`config.mk`:
```
export PLATFORM = sky130hd
export DESIGN_NAME = z80_bus_arbiter
export DESIGN_NICKNAME = d
export VERILOG_FILES = /design/src/rtl/z80_bus_arbiter.sv
export SDC_FILE = /design/constraint.sdc
export NUM_CORES = 1
export LEC_CHECK = 0
export ABC_CLOCK_PERIOD_IN_PS = 4050
export CORE_UTILIZATION = 30
export CTS_CLUSTER_DIAMETER = 50
export DETAILED_ROUTE_END_ITERATION = 8
export GPL_ROUTABILITY_DRIVEN = 0
export GPL_TIMING_DRIVEN = 0
export PLACE_DENSITY_LB_ADDON = 0.08
export RECOVER_POWER = 50
export SYNTH_ARGS = -nofsm -noshare
export SYNTH_HDL_FRONTEND = slang
export SYNTH_SLANG_ARGS = --single-unit
```
`constraint.sdc`:
```
create_clock -name clk -period 4.05 [get_ports clk]
set_input_delay 0.81 -clock clk [delete_from_list [all_inputs] [get_ports clk]]
set_output_delay 0.81 -clock clk [all_outputs]
set_load 0.01 [all_outputs]
```
`src/rtl/z80_bus_arbiter.sv`:
```
// z80_bus_arbiter: borrows the Z80 memory bus for a DMA master using
// BUSRQ/BUSAK, with a per-grant burst limit, hold-off and ack timeout.
module z80_bus_arbiter #(
  parameter int BURST_MAX   = 16,
  parameter int HOLDOFF     = 4,
  parameter int ACK_TIMEOUT = 255
) (
  input  logic        clk,
  input  logic        reset_n,
  input  logic [15:0] cpu_a,
  input  logic [7:0]  cpu_do,
  input  logic        cpu_mreq_n,
  input  logic        cpu_wr_n,
  input  logic        cpu_busak_n,
  output logic        cpu_busrq_n,
  input  logic        dma_req,
  input  logic        dma_we,
  input  logic [15:0] dma_addr,
  input  logic [7:0]  dma_wdata,
  output logic        dma_ack,
  output logic [7:0]  dma_rdata,
  output logic [15:0] mem_addr,
  output logic        mem_we,
  output logic [7:0]  mem_wdata,
  input  logic [7:0]  mem_rdata,
  output logic        owner,
  output logic        timeout_err
);

  localparam int BW = $clog2(BURST_MAX + 1);
  localparam int HW = $clog2(HOLDOFF + 2);
  localparam int TW = $clog2(ACK_TIMEOUT + 2);

  typedef enum logic [2:0] {
    S_CPU,
    S_REQ,
    S_DMA,
    S_REL,
    S_HOLD
  } state_t;

  state_t        r_state;
  state_t        w_next;
  logic [BW-1:0] r_burst;
  logic [HW-1:0] r_hold;
  logic [TW-1:0] r_tmo;
  logic          r_ack;
  logic          r_err;

  logic w_owner;
  logic w_full;
  logic w_hold_done;
  logic w_tmo_done;
  logic w_accept;

  assign w_owner     = (r_state == S_DMA);
  assign w_full      = (r_burst == BW'(BURST_MAX));
  assign w_hold_done = (int'(r_hold) + 1 >= HOLDOFF);
  assign w_tmo_done  = (int'(r_tmo) + 1 >= ACK_TIMEOUT);
  assign w_accept    = w_owner && dma_req
                    && !cpu_busak_n && !w_full;

  always_ff @(posedge clk or negedge reset_n) begin
    if (!reset_n) begin
      r_state <= S_CPU;
    end else begin
      r_state <= w_next;
    end
  end

  // A lost BUSAK inside DMA wins over every other exit.
  always_comb begin
    w_next = r_state;
    unique case (r_state)
      S_CPU: begin
        if (dma_req) w_next = S_REQ;
      end
      S_REQ: begin
        if (!cpu_busak_n) w_next = S_DMA;
        else if (w_tmo_done) w_next = S_HOLD;
      end
      S_DMA: begin
        if (cpu_busak_n) w_next = S_CPU;
        else if (w_full || !dma_req) w_next = S_REL;
      end
      S_REL: begin
        if (cpu_busak_n) w_next = S_HOLD;
      end
      S_HOLD: begin
        if (w_hold_done) w_next = S_CPU;
      end
      default: w_next = S_CPU;
    endcase
  end

  always_ff @(posedge clk or negedge reset_n) begin
    if (!reset_n) begin
      r_burst <= '0;
      r_hold  <= '0;
      r_tmo   <= '0;
      r_ack   <= 1'b0;
      r_err   <= 1'b0;
    end else begin
      r_burst <= (r_state != S_DMA) ? '0
               : r_burst + BW'(w_accept);
      if (r_state != S_HOLD) r_hold <= '0;
      else if (r_hold != '1) r_hold <= r_hold + HW'(1);
      if (r_state != S_REQ) r_tmo <= '0;
      else if (r_tmo != '1) r_tmo <= r_tmo + TW'(1);
      r_ack <= w_accept;
      if (r_state == S_REQ && w_next == S_HOLD) r_err <= 1'b1;
    end
  end

  assign cpu_busrq_n = !(r_state == S_REQ || r_state == S_DMA);
  assign owner       = w_owner;
  assign timeout_err = r_err;
  assign dma_ack     = r_ack;
  // Memory answers one cycle after the address: that is the ack cycle.
  assign dma_rdata   = r_ack ? mem_rdata : 8'h00;

  assign mem_addr  = w_owner ? dma_addr : cpu_a;
  assign mem_wdata = w_owner ? dma_wdata : cpu_do;
  assign mem_we    = w_owner ? (dma_we && w_accept)
                   : (!cpu_mreq_n && !cpu_wr_n);

endmodule

```
==> results of run 1 <==
-- power breakdown --
group | internal [mW] | switching [mW]
logic | 0.315 | 0.281
clock network | 0.132 | 0.0716
registers | 0.242 | 0.0302
-- per-stage QoR --
step           cell area (um^2)  utilization  setup slack (ps)
2_1_floorplan              1570            -              1770
3_3_place_gp               2650        0.542               589
3_5_place_dp               2650        0.542               600
4_1_cts                    2720        0.557               594
5_1_grt                    2700        0.554               368
6_report                   2700        0.554               557
-- flip-flops by register name, indices dropped and copies added (netlist names) --
signal / flops
r_burst: 5
timeout_err: 1
r_hold: 3
dma_ack: 1
r_state: 3
r_tmo: 9
-- area by class of cell --
cell class	count	area, um^2	area share
clock inverter	1	30.0	0.0111
tap	67	83.8	0.0310
clock buffer	3	41.3	0.0153
timing repair buffer	99	991	0.366
buffer	7	43.8	0.0162
multi-input combinational	178	952	0.352
inverter	3	11.3	0.00416
sequential	22	551	0.204
-- cells by family after synthesis --
logic type                 count (synthesis)
and+or+nand+nor                          139
DFF                                       22
adders and majority gates                  7
muxes                                      3
AOI/OAI and AO/OA                         17
buffers and inverters                     10
xor gates and xnor gates                  12
-- cell usage after synthesis, drive strengths merged (2+ instances only) --
library cell   n
nand2         82
nor2          23
dfrtp         22
and2          13
xor2           8
ha             7
a21oi          5
nand3          5
buf            4
nor3           4
xnor2          4
clkbuf         3
inv            3
mux2i          3
nand2b         3
nor2b          2
o21ai          2
-- how the worst max path moves through the flow --
stage / end / slack, ps / cells after the start
2_1_floorplan: mem_we / 1770 / 5
3_3_place_gp: mem_we / 590 / 7
3_5_place_dp: mem_we / 600 / 7
4_1_cts: mem_we / 590 / 7
5_1_grt: mem_we / 370 / 7
6_report: mem_we / 560 / 7
-- routing by layer --
layer | track usage | vias to the layer above | routed length, um | part of all wire
met5 | 0 | - | 0 | 0
met4 | 0.0377 | 0 | 44 | 0.0096
met3 | 0.0488 | 4 | 393 | 0.086
met2 | 0.273 | 57 | 2120 | 0.47
met1 | 0.199 | 729 | 2000 | 0.44
li1 | - | 888 | - | -
-- placed cells by master (no fill, tap or decap), types with 2 or more instances in the layout --
cell / instances
sky130_fd_sc_hd__clkdlybuf4s50_1: 94
sky130_fd_sc_hd__inv_1: 2
sky130_fd_sc_hd__nand2_1: 82
sky130_fd_sc_hd__buf_2: 2
sky130_fd_sc_hd__xor2_1: 8
sky130_fd_sc_hd__nand2b_1: 3
sky130_fd_sc_hd__ha_1: 7
sky130_fd_sc_hd__nand3_1: 5
sky130_fd_sc_hd__nor3_1: 3
sky130_fd_sc_hd__clkbuf_8: 3
sky130_fd_sc_hd__clkbuf_1: 3
sky130_fd_sc_hd__nor2b_1: 2
sky130_fd_sc_hd__nor2_1: 23
sky130_fd_sc_hd__and2_1: 13
sky130_fd_sc_hd__xnor2_1: 4
sky130_fd_sc_hd__dlygate4sd3_1: 5
sky130_fd_sc_hd__mux2i_1: 3
sky130_fd_sc_hd__buf_6: 2
sky130_fd_sc_hd__a21oi_1: 5
sky130_fd_sc_hd__dfrtp_1: 22
-- worst reg2reg max path, delay by kind of cell, from the launching register on --
kind                     cells  cell delay [ps]
adder cells (fa/ha/maj)      1              170
AND/OR/NAND/NOR              6             1260
flip-flops                   1              460
AO/OA/AOI/OAI                1              140
buffers and inverters        1              190
==> metrics.txt, run 1 <==
# TYPE chip_impl_metric gauge
chip_impl_metric{name="grt_antenna_before_repair",unit=""} 0
chip_impl_metric{name="achievable-frequency",unit="GHz"} 0.286
chip_impl_info{name="crit_type",value="input pin to output port"} 1
chip_impl_metric{name="slew_headroom",unit=""} 0.337
chip_impl_info{name="cts_tree",value="built"} 1
chip_impl_metric{name="cts_max_level",unit=""} 1
chip_impl_metric{name="worstSkewPairLatency",unit="ps"} 270
chip_impl_info{name="reg2reg_to",value="r_tmo[6]"} 1
chip_impl_metric{name="critical_path.n_buffers_inverters",unit=""} 2
chip_impl_metric{name="routedWlPerCell",unit="um"} 12.0
chip_impl_info{name="synth.top_cells.by_area",value="sky130_fd_sc_hd__dfrtp_1, sky130_fd_sc_hd__nand2_1, sky130_fd_sc_hd__ha_1"} 1
chip_impl_metric{name="worst_path_largest_cell_delay",unit="ps"} 570
chip_impl_metric{name="area_enclosed_by_the_die_boundary",unit="mm^2"} 0.00553
chip_impl_metric{name="critPathMaxFanout",unit=""} 3
chip_impl_info{name="r2r_start",value="r_tmo[2]"} 1
chip_impl_metric{name="gr-usage-all-layers",unit=""} 0.160
chip_impl_metric{name="post_synthesis_share_of_cell_area_spent_on_xor_and_xnor_gates",unit=""} 0.0669
chip_impl_metric{name="drv.max_cap_violation_count",unit=""} 0
chip_impl_metric{name="port_buffers",unit=""} 99
chip_impl_metric{name="layoutNonFillerInstCount",unit=""} 380
chip_impl_info{name="min_delay_worst_endpoint",value="timeout_err"} 1
chip_impl_info{name="dominant_combinational_cell_family_by_area_after_synthesis",value="simple AND/OR/NAND/NOR gates"} 1
chip_impl_metric{name="synthesis.instances",unit=""} 210
chip_impl_metric{name="synth-async-reset-ratio",unit=""} 1.00
chip_impl_info{name="critPathTopFamily",value="buffers and inverters"} 1
chip_impl_metric{name="cts.repair_timing.setup_buffer_count",unit=""} 0
chip_impl_metric{name="drcViolationCount",unit=""} 0
chip_impl_metric{name="firstDrtPassIters",unit=""} 4
chip_impl_metric{name="complex_gate_fraction_of_the_synthesized_area",unit=""} 0.0829
chip_impl_metric{name="placed_instances",unit=""} 376
chip_impl_metric{name="clk_transition_reported_paths",unit="ps"} 90
chip_impl_metric{name="grt_start_max_net_pins",unit=""} 23
chip_impl_metric{name="synth-adder-area-share",unit=""} 0.0558
chip_impl_metric{name="synth.ff_latch_count",unit=""} 22
chip_impl_metric{name="rows",unit=""} 25
chip_impl_info{name="run_status",value="completed"} 1
chip_impl_metric{name="final.min_clock_period",unit="ps"} 3490
chip_impl_metric{name="finalPower",unit="mW"} 1.07
chip_impl_metric{name="dieHeight",unit="um"} 74.3
chip_impl_info{name="rsz0062_at_grt",value="no"} 1
chip_impl_metric{name="hold_slack",unit="ps"} 494
chip_impl_metric{name="post_route_cells_drive_above_1_share",unit=""} 0.0383
chip_impl_metric{name="yosys_warnings",unit=""} 0
chip_impl_metric{name="timing.reg2reg.setup_slack",unit="ps"} 1770
chip_impl_info{name="critical_path.cell_chain",value="dlygate4sd3_1 -> nand2b_1 -> a21oi_1 -> nor3b_1 -> nand2_1 -> o31ai_1 -> clkdlybuf4s50_1"} 1
chip_impl_metric{name="hold_path_depth",unit=""} 1
chip_impl_metric{name="count_of_boundary_i_o_pins",unit=""} 100
chip_impl_metric{name="viasPerCell",unit=""} 4.42
chip_impl_metric{name="post_synth_mux_area_share",unit=""} 0.0191
chip_impl_metric{name="synth_cell_types",unit=""} 39
chip_impl_metric{name="crit_arrival",unit="ps"} 2680
chip_impl_metric{name="layout_worst_path_cycle_share",unit=""} 0.863
chip_impl_metric{name="drt_iter0_drc",unit=""} 83
chip_impl_metric{name="timing.critical_path.required",unit="ps"} 3240
chip_impl_metric{name="wl",unit="um"} 4560
chip_impl_metric{name="grt_pass1_wl",unit="um"} 6760
chip_impl_metric{name="post_synth.cell_area_avg",unit="um^2"} 7.48
chip_impl_metric{name="clock_buffers_created_by_tritoncts",unit=""} 3
chip_impl_info{name="start_kind",value="input pin"} 1
chip_impl_metric{name="hold_viol_final",unit=""} 0
chip_impl_metric{name="p_leak",unit="nW"} 1.25
chip_impl_metric{name="antenna_cells",unit=""} 0
chip_impl_metric{name="fin_nets",unit=""} 384
chip_impl_metric{name="synthToLayoutAreaGrowth",unit="%"} 72.2
chip_impl_metric{name="die-width",unit="um"} 74.3
chip_impl_info{name="hold_path_startpoint",value="timeout_err"} 1
chip_impl_metric{name="grt.overflow.total",unit=""} 0
chip_impl_metric{name="cts_max_path_buffers",unit=""} 2
chip_impl_metric{name="setup_tns",unit="ps"} 0
chip_impl_info{name="timing.critical_path.from",value="dma_req"} 1
chip_impl_metric{name="timing_worst_slew_pin_value",unit="ps"} 991
chip_impl_metric{name="synth-simple-area-share",unit=""} 0.390
chip_impl_info{name="critPathCaptureType",value="output port"} 1
chip_impl_metric{name="maxSlewViolCount",unit=""} 0
chip_impl_metric{name="holdBufCountCts",unit=""} 0
chip_impl_metric{name="drt.antenna.violating_nets",unit=""} 0
chip_impl_metric{name="core",unit="mm^2"} 0.00488
chip_impl_metric{name="dp.final_hpwl",unit="um"} 3640
chip_impl_info{name="worst_path_max_delay_cell",value="sky130_fd_sc_hd__clkdlybuf4s50_1"} 1
chip_impl_metric{name="setup_viol",unit=""} 0
chip_impl_info{name="commonest_register_cell_after_synthesis",value="sky130_fd_sc_hd__dfrtp_1"} 1
chip_impl_metric{name="vdd_ir_drop_max",unit="uV"} 189
chip_impl_metric{name="timing.reg2reg.worst_path_depth",unit=""} 9
chip_impl_metric{name="clkSinkCount",unit=""} 22
chip_impl_metric{name="synthesized_nets",unit=""} 280
chip_impl_metric{name="worst_clock_skew",unit="ps"} 12.0
chip_impl_metric{name="syn_area",unit="mm^2"} 0.00157
chip_impl_metric{name="via_count",unit=""} 1678
chip_impl_info{name="timing.hold.worst.class",value="flop to flop"} 1
chip_impl_metric{name="power.density",unit="mW/mm^2"} 396
chip_impl_metric{name="cts.repair.resized",unit=""} 0
chip_impl_metric{name="synth.yosys.seq_area_share",unit=""} 0.351
chip_impl_metric{name="fill_cells",unit=""} 511
chip_impl_info{name="clockRootBuffer",value="sky130_fd_sc_hd__clkbuf_8"} 1
chip_impl_metric{name="number_of_global_route_vias_before_repair",unit=""} 1474
chip_impl_metric{name="start_util",unit=""} 0.322
chip_impl_metric{name="yosysTopAreaCellShare",unit=""} 0.351
chip_impl_info{name="synth_top_area_cell",value="sky130_fd_sc_hd__dfrtp_1"} 1
chip_impl_metric{name="synth-edff-count",unit=""} 0
Note: power is estimated with default switching activity, not from simulation.
==> run 2, diff against run 1 <==
--- a/config.mk
+++ b/config.mk
@@ -5,7 +5,8 @@
 export SDC_FILE = /design/constraint.sdc
 export NUM_CORES = 1
 export LEC_CHECK = 0
-export ABC_CLOCK_PERIOD_IN_PS = 4050
+export ABC_CLOCK_PERIOD_IN_PS = 2800
+export CORE_ASPECT_RATIO = 0.5
 export CORE_UTILIZATION = 30
 export CTS_CLUSTER_DIAMETER = 50
 export DETAILED_ROUTE_END_ITERATION = 8
==> constraint.sdc (replaced) <==
create_clock -name clk -period 2.8 [get_ports clk]
set_input_delay 0.56 -clock clk [delete_from_list [all_inputs] [get_ports clk]]
set_output_delay 0.56 -clock clk [all_outputs]
set_load 0.01 [all_outputs]
==> run 2 against run 1 <==
Global-route usage up 0.52 points. Combinational power up 44%. Cell count up 0.79%. Utilization down 1.1 points. Clock power up 9.8%. Non-clock buffer count unchanged. Sequential cell count unchanged. Critical path type is now flop to output port. Largest cell class unchanged. Highest routed layer unchanged.
==> metrics.txt, run 2 (synthesis gave the netlist of run 1 again) <==
# TYPE chip_impl_metric gauge
chip_impl_info{name="run_status",value="completed"} 1
chip_impl_metric{name="hold_viol_final",unit=""} 0
chip_impl_metric{name="grt.overflow.total",unit=""} 0
chip_impl_metric{name="gr-usage-all-layers",unit=""} 0.165
chip_impl_info{name="r2r_start",value="r_tmo[2]"} 1
chip_impl_metric{name="final.min_clock_period",unit="ps"} 2620
chip_impl_metric{name="fin_nets",unit=""} 384
chip_impl_metric{name="port_buffers",unit=""} 99
chip_impl_metric{name="power.density",unit="mW/mm^2"} 548
chip_impl_metric{name="timing.critical_path.required",unit="ps"} 2240
chip_impl_info{name="start_kind",value="flop"} 1
chip_impl_metric{name="timing.reg2reg.worst_path_depth",unit=""} 9
chip_impl_metric{name="viasPerCell",unit=""} 4.49
chip_impl_metric{name="core",unit="mm^2"} 0.00498
chip_impl_metric{name="synthToLayoutAreaGrowth",unit="%"} 72.0
chip_impl_metric{name="timing.reg2reg.setup_slack",unit="ps"} 540
chip_impl_metric{name="util_after_layout",unit=""} 0.543
chip_impl_metric{name="power_switching_share",unit=""} 0.377
chip_impl_metric{name="timing_worst_slew_pin_value",unit="ps"} 979
chip_impl_metric{name="grt_pass1_wl",unit="um"} 7280
chip_impl_metric{name="count_of_boundary_i_o_pins",unit=""} 100
chip_impl_metric{name="clk_transition_reported_paths",unit="ps"} 80
chip_impl_info{name="hold_path_startpoint",value="timeout_err"} 1
chip_impl_metric{name="antenna_cells",unit=""} 0
chip_impl_metric{name="clockPowerShare",unit=""} 0.152
chip_impl_metric{name="area_enclosed_by_the_die_boundary",unit="mm^2"} 0.00555
chip_impl_metric{name="grt_antenna_before_repair",unit=""} 0
chip_impl_metric{name="grt_start_max_net_pins",unit=""} 23
chip_impl_metric{name="drt_iter0_drc",unit=""} 42
chip_impl_metric{name="slew_headroom",unit=""} 0.345
chip_impl_metric{name="layoutNonFillerInstCount",unit=""} 383
chip_impl_metric{name="layout_worst_path_cycle_share",unit=""} 0.936
chip_impl_metric{name="via_count",unit=""} 1721
chip_impl_metric{name="start_util",unit=""} 0.315
chip_impl_metric{name="place_area",unit="mm^2"} 0.00265
chip_impl_metric{name="post_route_cells_drive_above_1_share",unit=""} 0.0511
chip_impl_metric{name="worstSkewPairLatency",unit="ps"} 260
chip_impl_metric{name="drv.max_cap_violation_count",unit=""} 0
chip_impl_metric{name="maxSlewViolCount",unit=""} 0
chip_impl_info{name="critPathCaptureType",value="output port"} 1
chip_impl_metric{name="cts_max_level",unit=""} 1
chip_impl_metric{name="p_comb_frac",unit=""} 0.579
chip_impl_info{name="rsz0062_at_grt",value="no"} 1
chip_impl_metric{name="timing.final.ws_setup",unit="ps"} 180
chip_impl_info{name="clockRootBuffer",value="sky130_fd_sc_hd__clkbuf_8"} 1
chip_impl_metric{name="hold_path_depth",unit=""} 1
chip_impl_metric{name="rows",unit=""} 18
chip_impl_info{name="crit_type",value="flop to output port"} 1
chip_impl_metric{name="holdBufCountCts",unit=""} 0
chip_impl_metric{name="pwr-share-seq",unit=""} 0.269
chip_impl_info{name="min_delay_worst_endpoint",value="timeout_err"} 1
chip_impl_metric{name="number_of_flip_flops_under_the_largest_register_name",unit=""} 9
chip_impl_metric{name="clock_buffers_created_by_tritoncts",unit=""} 3
chip_impl_metric{name="internal_power",unit="mW"} 0.923
chip_impl_metric{name="clkSinkCount",unit=""} 22
chip_impl_metric{name="finalPower",unit="mW"} 1.48
chip_impl_metric{name="stdcell_area",unit="mm^2"} 0.00270
chip_impl_metric{name="critPathMaxFanout",unit=""} 10
chip_impl_info{name="reg2reg_to",value="r_tmo[6]"} 1
chip_impl_metric{name="p_leak",unit="nW"} 1.28
chip_impl_metric{name="placement_stage_worst_setup_slack",unit="ps"} -172
chip_impl_info{name="cts_tree",value="built"} 1
chip_impl_metric{name="worst_clock_skew",unit="ps"} 1.09
chip_impl_info{name="timing.hold.worst.class",value="flop to flop"} 1
chip_impl_info{name="layout_commonest_cell",value="sky130_fd_sc_hd__clkdlybuf4s50_1"} 1
chip_impl_metric{name="hold_slack",unit="ps"} 471
chip_impl_metric{name="number_of_global_route_vias_before_repair",unit=""} 1656
chip_impl_metric{name="dp.final_hpwl",unit="um"} 3660
chip_impl_metric{name="firstDrtPassIters",unit=""} 4
chip_impl_metric{name="vdd_ir_drop_max",unit="uV"} 291
chip_impl_metric{name="placed_instances",unit=""} 379
chip_impl_metric{name="cts_max_path_buffers",unit=""} 2
chip_impl_metric{name="setup_viol",unit=""} 0
chip_impl_metric{name="routedWlPerCell",unit="um"} 11.6
chip_impl_metric{name="die-width",unit="um"} 104
chip_impl_metric{name="drcViolationCount",unit=""} 0
chip_impl_info{name="reg_top3",value="r_tmo: 9 flops, r_burst: 5 flops"} 1
chip_impl_metric{name="p_switching",unit="mW"} 0.557
chip_impl_metric{name="setup_tns",unit="ps"} 0
chip_impl_metric{name="drt.antenna.violating_nets",unit=""} 0
chip_impl_metric{name="achievable-frequency",unit="GHz"} 0.382
chip_impl_metric{name="dieHeight",unit="um"} 53.2
chip_impl_info{name="most_flops_register",value="r_tmo"} 1
chip_impl_info{name="final_cell_mix",value="sky130_fd_sc_hd__clkdlybuf4s50_1, sky130_fd_sc_hd__nand2_1, sky130_fd_sc_hd__nor2_1"} 1
chip_impl_metric{name="crit_arrival",unit="ps"} 2060
chip_impl_metric{name="wl",unit="um"} 4450
## run 2: layout make-up
type | instances | area [um^2]
Fill cell | 471 | 2280
Clock buffer | 4 | 55.1
Inverter | 3 | 11.3
Multi-Input combinational cell | 178 | 962
Tap cell | 70 | 87.6
Buffer | 6 | 41.3
Timing Repair Buffer | 100 | 992
Sequential cell | 22 | 552
## run 2: how the worst max path moves through the flow
stage / startpoint / end / slack (ps) / cells after the start
CTS: dma_req / mem_we / -30 / 7
finish: r_state[2] / mem_addr[8] / 180 / 8
global placement: dma_req / mem_we / -180 / 7
floorplan: r_state[2] / mem_addr[10] / 820 / 8
detailed placement: dma_req / mem_we / -170 / 7
global route: r_state[2] / mem_addr[4] / 70 / 8
## run 2: timing repair
item	4_1_cts	5_1_grt
resized for setup	10	7
buffers inserted	1	0
endpoints found under the setup margin	19	12
## run 2: routing by layer
metal,part of all wire,track usage,up-vias
li1,-,-,886
met1,0.44,0.188,784
met2,0.46,0.296,49
met3,0.096,0.0764,2
met4,0.0038,0.0214,0
met5,0,0,-
## run 2: power by group through the flow
stage	clock [mW]	sequential, mW	combinational [mW]
after floorplan	0	0.391	0.419
after CTS	0.233	0.399	0.866
after detailed placement	0	0.403	0.872
after global placement	0	0.401	0.863
after global routing	0.250	0.406	0.949
final	0.224	0.398	0.858
## run 2: critical path: stages (launching register included)
cell                              delay (ps)
sky130_fd_sc_hd__dfrtp_1                 380
sky130_fd_sc_hd__nand2b_4                150
sky130_fd_sc_hd__or2_4                   280
sky130_fd_sc_hd__inv_2                    70
sky130_fd_sc_hd__buf_6                   130
sky130_fd_sc_hd__buf_6                   140
sky130_fd_sc_hd__nand2_1                  60
sky130_fd_sc_hd__nand2_1                  50
sky130_fd_sc_hd__clkdlybuf4s50_1         530
